## config.mk

```make
export PLATFORM = sky130hd
export DESIGN_NAME = agc_att_ctrl_flat
export DESIGN_NICKNAME = d
export VERILOG_FILES = /design/src/rtl/agc_att_ctrl_if.sv /design/src/rtl/agc_att_ctrl.sv /design/src/flat_wrapper.sv
export SDC_FILE = /design/constraint.sdc
export NUM_CORES = 1
export LEC_CHECK = 0
export CAP_MARGIN = 15
export CORE_MARGIN = 5
export CORE_UTILIZATION = 64
export CTS_CLUSTER_DIAMETER = 120
export DETAILED_ROUTE_END_ITERATION = 12
export DONT_BUFFER_PORTS = 1
export HOLD_SLACK_MARGIN = 0.1
export PLACE_DENSITY = 0.8
export SYNTH_ARGS = -nofsm -noshare
export SYNTH_HDL_FRONTEND = slang
export SYNTH_SLANG_ARGS = --single-unit
export TNS_END_PERCENT = 30
```

## constraint.sdc

```tcl
create_clock -name clk -period 3.6 [get_ports clk]
set_input_delay 0.72 -clock clk [delete_from_list [all_inputs] [get_ports clk]]
set_output_delay 0.72 -clock clk [all_outputs]
set_load 0.01 [all_outputs]
```

## src/rtl/agc_att_ctrl_if.sv

```systemverilog
// Sample/control bundle between the ADC capture block and the AGC attenuator controller.
interface agc_att_ctrl_if;
  logic        en;
  logic        manual;
  logic [5:0]  manual_att;
  logic        sample_valid;
  logic [11:0] sample;
  logic        otr;
  logic [5:0]  att_db;
  logic [5:0]  att_v;
  logic [11:0] peak;
  logic        peak_valid;
  logic        locked;
  logic        busy;

  modport master (
    output en, manual, manual_att, sample_valid, sample, otr,
    input  att_db, att_v, peak, peak_valid, locked, busy
  );

  modport slave (
    input  en, manual, manual_att, sample_valid, sample, otr,
    output att_db, att_v, peak, peak_valid, locked, busy
  );
endinterface

```

## src/rtl/agc_att_ctrl.sv

```systemverilog
// AGC for the RF step attenuator: windowed peak detect, stepped attenuation, settle, lock.
// Optional macro AGC_OTR_FAST_EN: an over-range sample aborts the current window at once.
module agc_att_ctrl #(
  parameter int WIN_LOG2   = 12,
  parameter int SETTLE_CYC = 256,
  parameter int HI_THR     = 1800,
  parameter int LO_THR     = 600,
  parameter int STEP       = 1,
  parameter int FAST_STEP  = 4,
  parameter int LOCK_WIN   = 4
) (
  input logic           clk,
  input logic           rst,
  agc_att_ctrl_if.slave bus
);
  localparam int          SETTLE_W = (SETTLE_CYC > 1) ? $clog2(SETTLE_CYC) : 1;
  localparam int          LOCK_W   = $clog2(LOCK_WIN + 1);
  localparam logic [11:0] HI       = 12'(HI_THR);
  localparam logic [11:0] LO       = 12'(LO_THR);
  localparam logic [11:0] MID      = 12'd2048;
  localparam logic [6:0]  ATT_MAX  = 7'd63;

  typedef enum logic [1:0] {IDLE, MEASURE, DECIDE, SETTLE} state_t;
  state_t state, state_nxt;

  logic [WIN_LOG2-1:0] win_cnt;
  logic [SETTLE_W-1:0] settle_cnt;
  logic [LOCK_W-1:0]   inband_cnt;
  logic [11:0]         acc, mag, peak_r;
  logic                otr_seen, peak_valid_r;
  logic [5:0]          att, att_nxt;
  logic [6:0]          att_wide;
  logic                run, win_done, otr_abort, settle_done, in_band;

  assign mag         = (bus.sample >= MID) ? bus.sample - MID : MID - bus.sample;
  assign run         = bus.en & ~bus.manual;
  assign win_done    = (state == MEASURE) && bus.sample_valid && (&win_cnt);
  assign settle_done = (settle_cnt == SETTLE_W'(SETTLE_CYC - 1));
  assign in_band     = ~otr_seen && (acc >= LO) && (acc <= HI);

`ifdef AGC_OTR_FAST_EN
  assign otr_abort = (state == MEASURE) && bus.sample_valid && bus.otr;
`else
  assign otr_abort = 1'b0;
`endif

  // Attenuation request in 7 bits so the +FAST_STEP overflow past 63 is visible before clamping.
  always_comb begin
    att_wide = {1'b0, att};
    if (otr_seen)
      att_wide = att_wide + 7'(FAST_STEP);
    else if (acc > HI)
      att_wide = att_wide + 7'(STEP);
    else if (acc < LO)
      att_wide = (att_wide >= 7'(STEP)) ? att_wide - 7'(STEP) : 7'd0;
    att_nxt = (att_wide > ATT_MAX) ? 6'd63 : att_wide[5:0];
  end

  always_comb begin
    state_nxt = state;
    if (!run) begin
      state_nxt = IDLE;
    end else begin
      case (state)
        IDLE:    state_nxt = MEASURE;
        MEASURE: if (win_done || otr_abort) state_nxt = DECIDE;
        DECIDE:  state_nxt = (att_nxt != att) ? SETTLE : MEASURE;
        SETTLE:  if (settle_done) state_nxt = MEASURE;
        default: state_nxt = IDLE;
      endcase
    end
  end

  always_ff @(posedge clk) begin
    if (rst) begin
      state        <= IDLE;
      win_cnt      <= '0;
      settle_cnt   <= '0;
      inband_cnt   <= '0;
      acc          <= '0;
      peak_r       <= '0;
      otr_seen     <= 1'b0;
      peak_valid_r <= 1'b0;
      att          <= '0;
    end else begin
      state        <= state_nxt;
      peak_valid_r <= 1'b0;
      if (bus.manual) begin
        att        <= bus.manual_att;
        inband_cnt <= '0;
      end else if (!bus.en) begin
        inband_cnt <= '0;
      end else begin
        case (state)
          IDLE: begin
            win_cnt  <= '0;
            acc      <= '0;
            otr_seen <= 1'b0;
          end
          MEASURE: begin
            if (bus.sample_valid) begin
              win_cnt <= win_cnt + 1'b1;
              if (mag > acc) acc <= mag;
              if (bus.otr) otr_seen <= 1'b1;
`ifdef AGC_OTR_FAST_EN
              if (bus.otr) acc <= MID;
`endif
            end
          end
          // Every exit from DECIDE starts a fresh window, whether or not SETTLE comes first.
          DECIDE: begin
            peak_r       <= acc;
            peak_valid_r <= 1'b1;
            att          <= att_nxt;
            if (!in_band)
              inband_cnt <= '0;
            else if (inband_cnt != LOCK_W'(LOCK_WIN))
              inband_cnt <= inband_cnt + 1'b1;
            win_cnt    <= '0;
            acc        <= '0;
            otr_seen   <= 1'b0;
            settle_cnt <= '0;
          end
          SETTLE: settle_cnt <= settle_cnt + 1'b1;
          default: ;
        endcase
      end
    end
  end

  assign bus.att_db     = att;
  assign bus.att_v      = ~att;
  assign bus.peak       = peak_r;
  assign bus.peak_valid = peak_valid_r;
  assign bus.locked     = (inband_cnt == LOCK_W'(LOCK_WIN));
  assign bus.busy       = (state != IDLE);
endmodule
```

## src/flat_wrapper.sv

```systemverilog
// flat-port wrapper written by rule: the top's interface ports become plain ports
module agc_att_ctrl_flat 
#(
  parameter int WIN_LOG2   = 12,
  parameter int SETTLE_CYC = 256,
  parameter int HI_THR     = 1800,
  parameter int LO_THR     = 600,
  parameter int STEP       = 1,
  parameter int FAST_STEP  = 4,
  parameter int LOCK_WIN   = 4
)
  (clk, rst, bus_en, bus_manual, bus_manual_att, bus_sample_valid, bus_sample, bus_otr, bus_att_db, bus_att_v, bus_peak, bus_peak_valid, bus_locked, bus_busy);
  agc_att_ctrl_if bus_i ();
  input logic clk;
  input logic rst;
  input wire logic [$bits(bus_i.en)-1:0] bus_en;
  input wire logic [$bits(bus_i.manual)-1:0] bus_manual;
  input wire logic [$bits(bus_i.manual_att)-1:0] bus_manual_att;
  input wire logic [$bits(bus_i.sample_valid)-1:0] bus_sample_valid;
  input wire logic [$bits(bus_i.sample)-1:0] bus_sample;
  input wire logic [$bits(bus_i.otr)-1:0] bus_otr;
  output wire logic [$bits(bus_i.att_db)-1:0] bus_att_db;
  output wire logic [$bits(bus_i.att_v)-1:0] bus_att_v;
  output wire logic [$bits(bus_i.peak)-1:0] bus_peak;
  output wire logic [$bits(bus_i.peak_valid)-1:0] bus_peak_valid;
  output wire logic [$bits(bus_i.locked)-1:0] bus_locked;
  output wire logic [$bits(bus_i.busy)-1:0] bus_busy;
  assign bus_i.en = bus_en;
  assign bus_i.manual = bus_manual;
  assign bus_i.manual_att = bus_manual_att;
  assign bus_i.sample_valid = bus_sample_valid;
  assign bus_i.sample = bus_sample;
  assign bus_i.otr = bus_otr;
  assign bus_att_db = bus_i.att_db;
  assign bus_att_v = bus_i.att_v;
  assign bus_peak = bus_i.peak;
  assign bus_peak_valid = bus_i.peak_valid;
  assign bus_locked = bus_i.locked;
  assign bus_busy = bus_i.busy;
  agc_att_ctrl #(.WIN_LOG2(WIN_LOG2), .SETTLE_CYC(SETTLE_CYC), .HI_THR(HI_THR), .LO_THR(LO_THR), .STEP(STEP), .FAST_STEP(FAST_STEP), .LOCK_WIN(LOCK_WIN)) u_core (.clk(clk), .rst(rst), .bus(bus_i));
endmodule
```

==> results of run 1 <==
[how the worst max path moves through the flow]
stage / to / startpoint / slack (ns) / depth (start not counted)
finish: u_core.acc[3]$_SDFFE_PP0P_ / bus_sample[4] / 0.40 / 13
global route: u_core.acc[0]$_SDFFE_PP0P_ / bus_sample[4] / 0.01 / 13
CTS: u_core.acc[0]$_SDFFE_PP0P_ / bus_sample[4] / 0.47 / 13
detailed placement: u_core.acc[7]$_SDFFE_PP0P_ / bus_sample[4] / 0.17 / 13
global placement: u_core.acc[5]$_SDFFE_PP0P_ / bus_sample[4] / 0.35 / 14
floorplan: u_core.acc[10]$_SDFFE_PP0P_ / bus_sample[4] / 0.35 / 13
[cell type report]
class / count / area (um^2)
inverter: 30 / 112.6
multi-input combinational: 353 / 2265
tap: 72 / 90.09
fill: 445 / 1575
clock inverter: 5 / 127.6
timing repair buffer: 4 / 30.03
sequential: 57 / 1141
clock buffer: 11 / 131.4
[cells in the mapped netlist (3+ instances only)]
| master | number | area share, % |
|---|---|---|
| or3_1 | 9 | 1.6 |
| o31ai_1 | 5 | 1.0 |
| dfxtp_1 | 57 | 32 |
| o21ai_1 | 3 | 0.42 |
| xor2_1 | 14 | 3.4 |
| nor3_1 | 11 | 1.5 |
| inv_1 | 30 | 3.1 |
| nor4_1 | 4 | 0.70 |
| nor2b_1 | 6 | 1.0 |
| nor2_1 | 37 | 3.9 |
| o21ai_0 | 18 | 2.5 |
| and2_1 | 3 | 0.52 |
| a21oi_1 | 45 | 6.3 |
| nand3_1 | 8 | 1.1 |
| nand4_1 | 8 | 1.4 |
| a211oi_1 | 3 | 0.63 |
| a21o_1 | 3 | 0.63 |
| nand2b_1 | 17 | 3.0 |
| ha_1 | 27 | 9.4 |
| o21a_1 | 5 | 1.0 |
| and4_1 | 3 | 0.73 |
| a221oi_1 | 6 | 1.5 |
| mux2i_1 | 16 | 4.4 |
| a31oi_1 | 4 | 0.70 |
| xnor2_1 | 10 | 2.4 |
| nand2_1 | 61 | 6.4 |
| clkbuf_1 | 14 | 1.5 |
| a311oi_1 | 3 | 0.73 |
[registers in the layout, summed over array words and instances, names as in the netlist]
signal,count
u_core.acc,12
u_core.bus.att_db,6
u_core.bus.peak,12
u_core.bus.peak_valid,1
u_core.inband_cnt,3
u_core.otr_seen,1
u_core.settle_cnt,8
u_core.state,2
u_core.win_cnt,12
[logic make-up (layout without fill, tap and decap cells)]
family / count (synthesis) / in the layout
simple gates: 172 / 172
compound gates: 113 / 113
flops: 57 / 57
buf+inv: 48 / 50
fa+ha+maj: 27 / 27
xor+xnor: 24 / 24
mux: 17 / 17
[stage by stage]
stage	instance area [um^2]	total power [mW]	worst slack [ns]	util, %
floorplan	3600	0.8137	0.3464	-
global placement	3638	0.8377	0.3532	66.48
detailed placement	3638	0.8449	0.1689	66.48
CTS	3897	1.624	0.4664	71.22
global route	3897	1.680	0.01355	71.22
finish	3897	1.617	0.4033	71.22
[power by group]
part	leakage [nW]	switching (mW)	internal [mW]
sequential	0.461	0.0153	0.638
clock	0.124	0.252	0.530
combinational	0.802	0.105	0.0772
[routing by layer]
metal / GRT usage (%) / wire length [um] / vias to the layer above
li1: - / - / 1609
met1: 29.33 / 3525 / 1526
met2: 40.54 / 4110 / 128
met3: 6.893 / 653 / 18
met4: 8.633 / 122 / 0
met5: 0 / 0 / -
==> parameters.txt, run 1 <==
Parameter                              Value

Placement
  Number of buffers inserted by port buffering    0
  Hpwl dp    between 6000 and 7000 um
  Placer congestion estimate    roughly 0.9
  DP Cell Count    516

Outcome
  Outcome    finished clean

Drt
  Via-to-Cell Ratio    6.167
  Via count    ~3,300
  Number of design-rule violations left by the first detailed-router iteration    181
  Number of remaining DRC errors    0
  DRT antenna net count    0
  Routed wire per std cell    between 15 and 20 um
  Total detailed-routing wirelength    approximately 8400 um
  Total iterations of the first detailed-routing run    5

Floorplan
  Starting Density    between 60% and 70%
  Placeable core area    between 0.005 and 0.006 mm^2
  Floorplan row count    27
  Ports    51
  Die X    85.00 um
  Floorplan die area    0.007224 mm^2
  Vert. Die Dim    85.00 um

Worst setup path
  Cell-by-cell listing of the critical path    nor3_1 -> nand2_1 -> nor4_1 -> nand2_1 -> nor4_1 -> ha_1 -> nand4_1 -> nor2_1 -> o21a_1 -> o31ai_1 -> a21oi_1 -> buf_4 -> mux2i_1
  Number of cells on the worst reg-to-reg path    8
  Dominant delay contributor by cell family on the critical path    simple AND/OR/NAND/NOR gates
  Data required time of the worst path    ~3.9 ns
  CP Capture Type    flip-flop
  Critical setup path kind    in -> reg
  Worst Setup Start Kind    input pin
  CP Data Arrival Time    roughly 3.4 ns
  CP bufs+invs    1
  Largest fanout of any net on the critical path    12
  Critical R2R Capture    u_core.state[1]$_SDFFE_PP0P_
  Worst-case register-to-register setup slack    approximately 0.61 ns
  Worst stage delay on the critical path    approximately 0.40 ns
  Max stage delay cell, worst path    nor4_1
  Beginning of the worst register-to-register path    u_core.bus.att_db[3]$_SDFFE_PP0P_

Logic synthesis
  Post-synthesis instance area    0.003600 mm^2
  Synthesized-area fraction occupied by ao, oa, aoi and oai cells    19.88%
  Post-synth net total    just over 500
  Async SR Flop Fraction    0%
  Share of the synthesized netlist area taken by xor and xnor gates    approximately 6%
  Synthesized area divided by synthesized cell count    just under 8 um^2
  Number of distinct library cell variants in the gate-level netlist after synthesis    52
  Portion of netlist area occupied by mux cells    4.762%
  Register area share after synthesis    between 30% and 40%
  Cells after synthesis    approximately 460
  Combinational family with the most area after synthesis    simple AND/OR/NAND/NOR gates
  Flip-flop and latch count after synthesis    57
  Post-synthesis share of cell area spent on and, or, nand and nor gates    23.04%
  Area share of fa/ha/maj cells after synthesis    under 10%
  Flip-flop cell with the highest count after synthesis    dfxtp_1
  Synth warnings    0
  Number of enable-type register cells in the synthesized netlist    0

Cells and area
  Top library cells by usage in the layout, fill and taps aside    61 x nand2_1, 57 x dfxtp_1, 45 x a21oi_1, 37 x nor2_1, 30 x inv_1
  Most common library cell in the layout ignoring fill and taps    nand2_1
  Syn-to-layout area delta    8.273%
  Layout net count    slightly above 500
  Final Non-Filler Cells    around 530
  Fraction of final layout cells sized beyond drive strength 1    5.652%
  Number of antenna diodes    0

STA
  Max-slew violation count    0
  Unrepaired setup endpoints after global routing    no
  Final Hold Viols    0
  F_max    ~310 MHz
  Final setup TNS    0 ns
  Slew margin rel.    between 40% and 50%
  Tightest Pin Transition    about 0.84 ns
  Final Critical Period    ~3.2 ns
  Post-route clock skew    0.007075 ns
  Final worst-path cycle share    88.80%
  Hold_ws    ~0.45 ns
  Number of endpoints failing setup at the final stage    0

Job
  Max Cap Violations    0

Pwr
  Power density normalized to cell area    415.0 mW/mm^2
  Static leakage    1.386 nW
  VDD IR-drop max    between 0.2 and 0.25 mV

Global routing
  Global routing usage summed across all routing layers    24.13%
  Maximum number of pins on one net before global-route repair    40
  Global-route wire length before repair    roughly 14,000 um
  Via count of the first global-routing pass    ~3,100
  Number of antenna violations at the first check in global routing    0
  Total gr overflow    0

Clock network
  Buffer count from post-CTS setup fixing    0
  Clock latency on the worst-skew pair    ~0.33 ns
  CTS clk-pin slew, worst paths    roughly 0.07 ns
  Max Root-Sink Buffers    2
  Clock tree from TritonCTS    done
  Count of cells resized by post-cts repair    0
  CTS sink cnt    57
  Maximum level of the CTS H-tree    3
  CTS Root Buffer Type    clkbuf_8
  Inserted Clock Buffers    9
  Number of hold buffers added after cts    0

Hold path
  Worst hold path endpoint    u_core.bus.att_db[4]$_SDFFE_PP0P_
  WHS Path Cells    1
  Worst min-delay path category    in -> reg
  Startpoint of the lowest-slack hold path    rst
(Power assumes the default switching activity.)
==> run 2: changes to the inputs <==
CORE_MARGIN = 1.5   (was 5)
CORE_UTILIZATION = 45   (was 64)
CTS_BUF_LIST = sky130_fd_sc_hd__clkbuf_4 sky130_fd_sc_hd__clkbuf_8   (was default)
PLACE_DENSITY = default   (was 0.8)
==> run 2 against run 1 <==
  * First-iteration DRC count is 35% lower
  * Total power is 1.3% lower
  * Utilization is 20 points lower
  * Register-to-register slack better by 0.04 ns
  * Worst setup slack better by 0.13 ns
  * Sequential share of layout area is 0.18 points lower
  * Flip-flop and latch count stayed put
  * Wire length is 0.58% higher
  * Critical path type unchanged
==> parameters.txt, run 2 (synthesis results as in run 1) <==
Parameter                              Value

Outcome
  Outcome    finished clean

Global routing
  Number of antenna violations at the first check in global routing    0
  Global routing usage summed across all routing layers    20.76%
  Maximum number of pins on one net before global-route repair    40
  Total gr overflow    0
  Global-route wire length before repair    14,130 um
  Via count of the first global-routing pass    slightly above 3,000

Clock network
  Number of hold buffers added after cts    0
  CTS sink cnt    57
  Clock latency on the worst-skew pair    0.35 ns
  Buffer count from post-CTS setup fixing    0
  Count of cells resized by post-cts repair    0
  Maximum level of the CTS H-tree    3
  CTS clk-pin slew, worst paths    ~0.080 ns
  Inserted Clock Buffers    9
  CTS Root Buffer Type    clkbuf_8
  Max Root-Sink Buffers    2
  Clock tree from TritonCTS    done

STA
  Final setup TNS    0 ns
  Max-slew violation count    0
  Slew margin rel.    around 41%
  Post-route clock skew    slightly above 0.01 ns
  Hold_ws    approximately 0.44 ns
  Unrepaired setup endpoints after global routing    no
  Final Critical Period    ~3.1 ns
  Number of endpoints failing setup at the final stage    0
  Final worst-path cycle share    between 80 and 90%
  Final Hold Viols    0
  Tightest Pin Transition    a little under 0.9 ns
  Final worst slack    between 0.5 and 0.6 ns
  F_max    approximately 330 MHz

Floorplan
  Placeable core area    0.007727 mm^2
  Die X    between 90 and 100 um
  Starting Density    46.58%
  Floorplan die area    ~0.0085 mm^2
  Vert. Die Dim    92.44 um
  Floorplan row count    32
  Ports    51

Worst setup path
  Worst Setup Start Kind    input pin
  CP bufs+invs    1
  Cell-by-cell listing of the critical path    nor3_1 -> nand2_1 -> nor4_1 -> nand2_1 -> nor4_1 -> ha_1 -> nand4_1 -> nor2_1 -> o21a_1 -> o31ai_1 -> a21oi_1 -> buf_4 -> mux2i_1
  CP Data Arrival Time    between 3 and 4 ns
  Worst-case register-to-register setup slack    ~0.65 ns
  Critical R2R Capture    u_core.state[1]$_SDFFE_PP0P_
  CP Capture Type    flip-flop
  Data required time of the worst path    between 3 and 4 ns
  Dominant delay contributor by cell family on the critical path    simple AND/OR/NAND/NOR gates
  Number of cells on the worst reg-to-reg path    8
  Largest fanout of any net on the critical path    12
  Max stage delay cell, worst path    nor4_1
  Worst stage delay on the critical path    ~0.39 ns
  Beginning of the worst register-to-register path    u_core.bus.att_db[2]$_SDFFE_PP0P_
  Critical setup path kind    in -> reg

Hold path
  Worst hold path endpoint    u_core.settle_cnt[0]$_SDFFE_PP0P_
  Worst min-delay path category    in -> reg
  Startpoint of the lowest-slack hold path    rst
  WHS Path Cells    1

Drt
  Total iterations of the first detailed-routing run    4
  DRT antenna net count    0
  Via count    about 3,200
  Total detailed-routing wirelength    between 8000 and 9000 um
  Routed wire per std cell    15.08 um
  Number of design-rule violations left by the first detailed-router iteration    117
  Via-to-Cell Ratio    about 5.7
  Number of remaining DRC errors    0

Cells and area
  Final Non-Filler Cells    roughly 560
  Fraction of final layout cells sized beyond drive strength 1    approximately 5.9%
  Layout net count    between 500 and 600
  Count of fill cells added during filler insertion    ~760
  Number of antenna diodes    0
  Syn-to-layout area delta    8.933%
  Most common library cell in the layout ignoring fill and taps    nand2_1
  Top library cells by usage in the layout, fill and taps aside    61 x nand2_1, 57 x dfxtp_1, 45 x a21oi_1, 37 x nor2_1, 30 x inv_1

Pwr
  Static leakage    around 1.4 nW
  VDD IR-drop max    0.1586 mV
  Power density normalized to cell area    roughly 400 mW/mm^2
  Total Power    1.596 mW

Job
  Max Cap Violations    0

Placement
  Placer congestion estimate    slightly below 0.9
  Hpwl dp    just over 6000 um
  DP Cell Count    around 550
  Pre-CTS worst setup slack    roughly 0.22 ns
  Number of buffers inserted by port buffering    0
[run 2: cell types whose count changed in the layout (fill, tap and decap cells not counted), sizes merged]
cell | previous run | this run
clkinv | 0 | 2
clkbuf | 11 | 10
bufinv | 4 | 3
buf | 4 | 3
[run 2: worst max path at each step]
stage / from / endpoint / depth (start not counted)
after floorplan: bus_sample[4] / u_core.acc[10]$_SDFFE_PP0P_ / 13
after global placement: bus_sample[4] / u_core.acc[6]$_SDFFE_PP0P_ / 14
after detailed placement: bus_sample[4] / u_core.acc[5]$_SDFFE_PP0P_ / 13
after CTS: bus_sample[4] / u_core.acc[9]$_SDFFE_PP0P_ / 13
after global routing: bus_sample[4] / u_core.acc[3]$_SDFFE_PP0P_ / 13
final: bus_sample[4] / u_core.acc[9]$_SDFFE_PP0P_ / 13
[run 2: routing by layer]
| metal | part of all wire [%] | vias to the layer above | track usage, % |
|---|---|---|---|
| met3 | 7.3 | 14 | 7.143 |
| met1 | 46 | 1462 | 25.64 |
| met5 | 0 | - | 0 |
| li1 | - | 1606 | - |
| met2 | 44 | 98 | 32.60 |
| met4 | 2.0 | 0 | 8.974 |
[run 2: where the power goes]
group	internal, mW	switching [mW]	leakage, nW	total [mW]
Sequential	0.638	0.0172	0.461	0.655
Combinational	0.0758	0.0999	0.797	0.176
Clock	0.481	0.285	0.123	0.766
Total	1.19	0.402	1.38	1.60
[run 2: final cells by class]
cell class	instances	area (um^2)	share of cell area, %
Timing Repair Buffer	3	22.52	0.5743
Clock inverter	6	115.1	2.936
Clock buffer	10	137.6	3.510
Sequential cell	57	1141	29.10
Tap cell	102	127.6	3.255
Multi-Input combinational cell	353	2265	57.75
Inverter	30	112.6	2.872
[run 2: per-stage QoR]
step / instance area, um^2 / util [%]
3_3_place_gp: 3669 / 47.47
4_1_cts: 3921 / 50.74
3_5_place_dp: 3669 / 47.47
2_1_floorplan: 3600 / -
6_report: 3921 / 50.74
5_1_grt: 3921 / 50.74
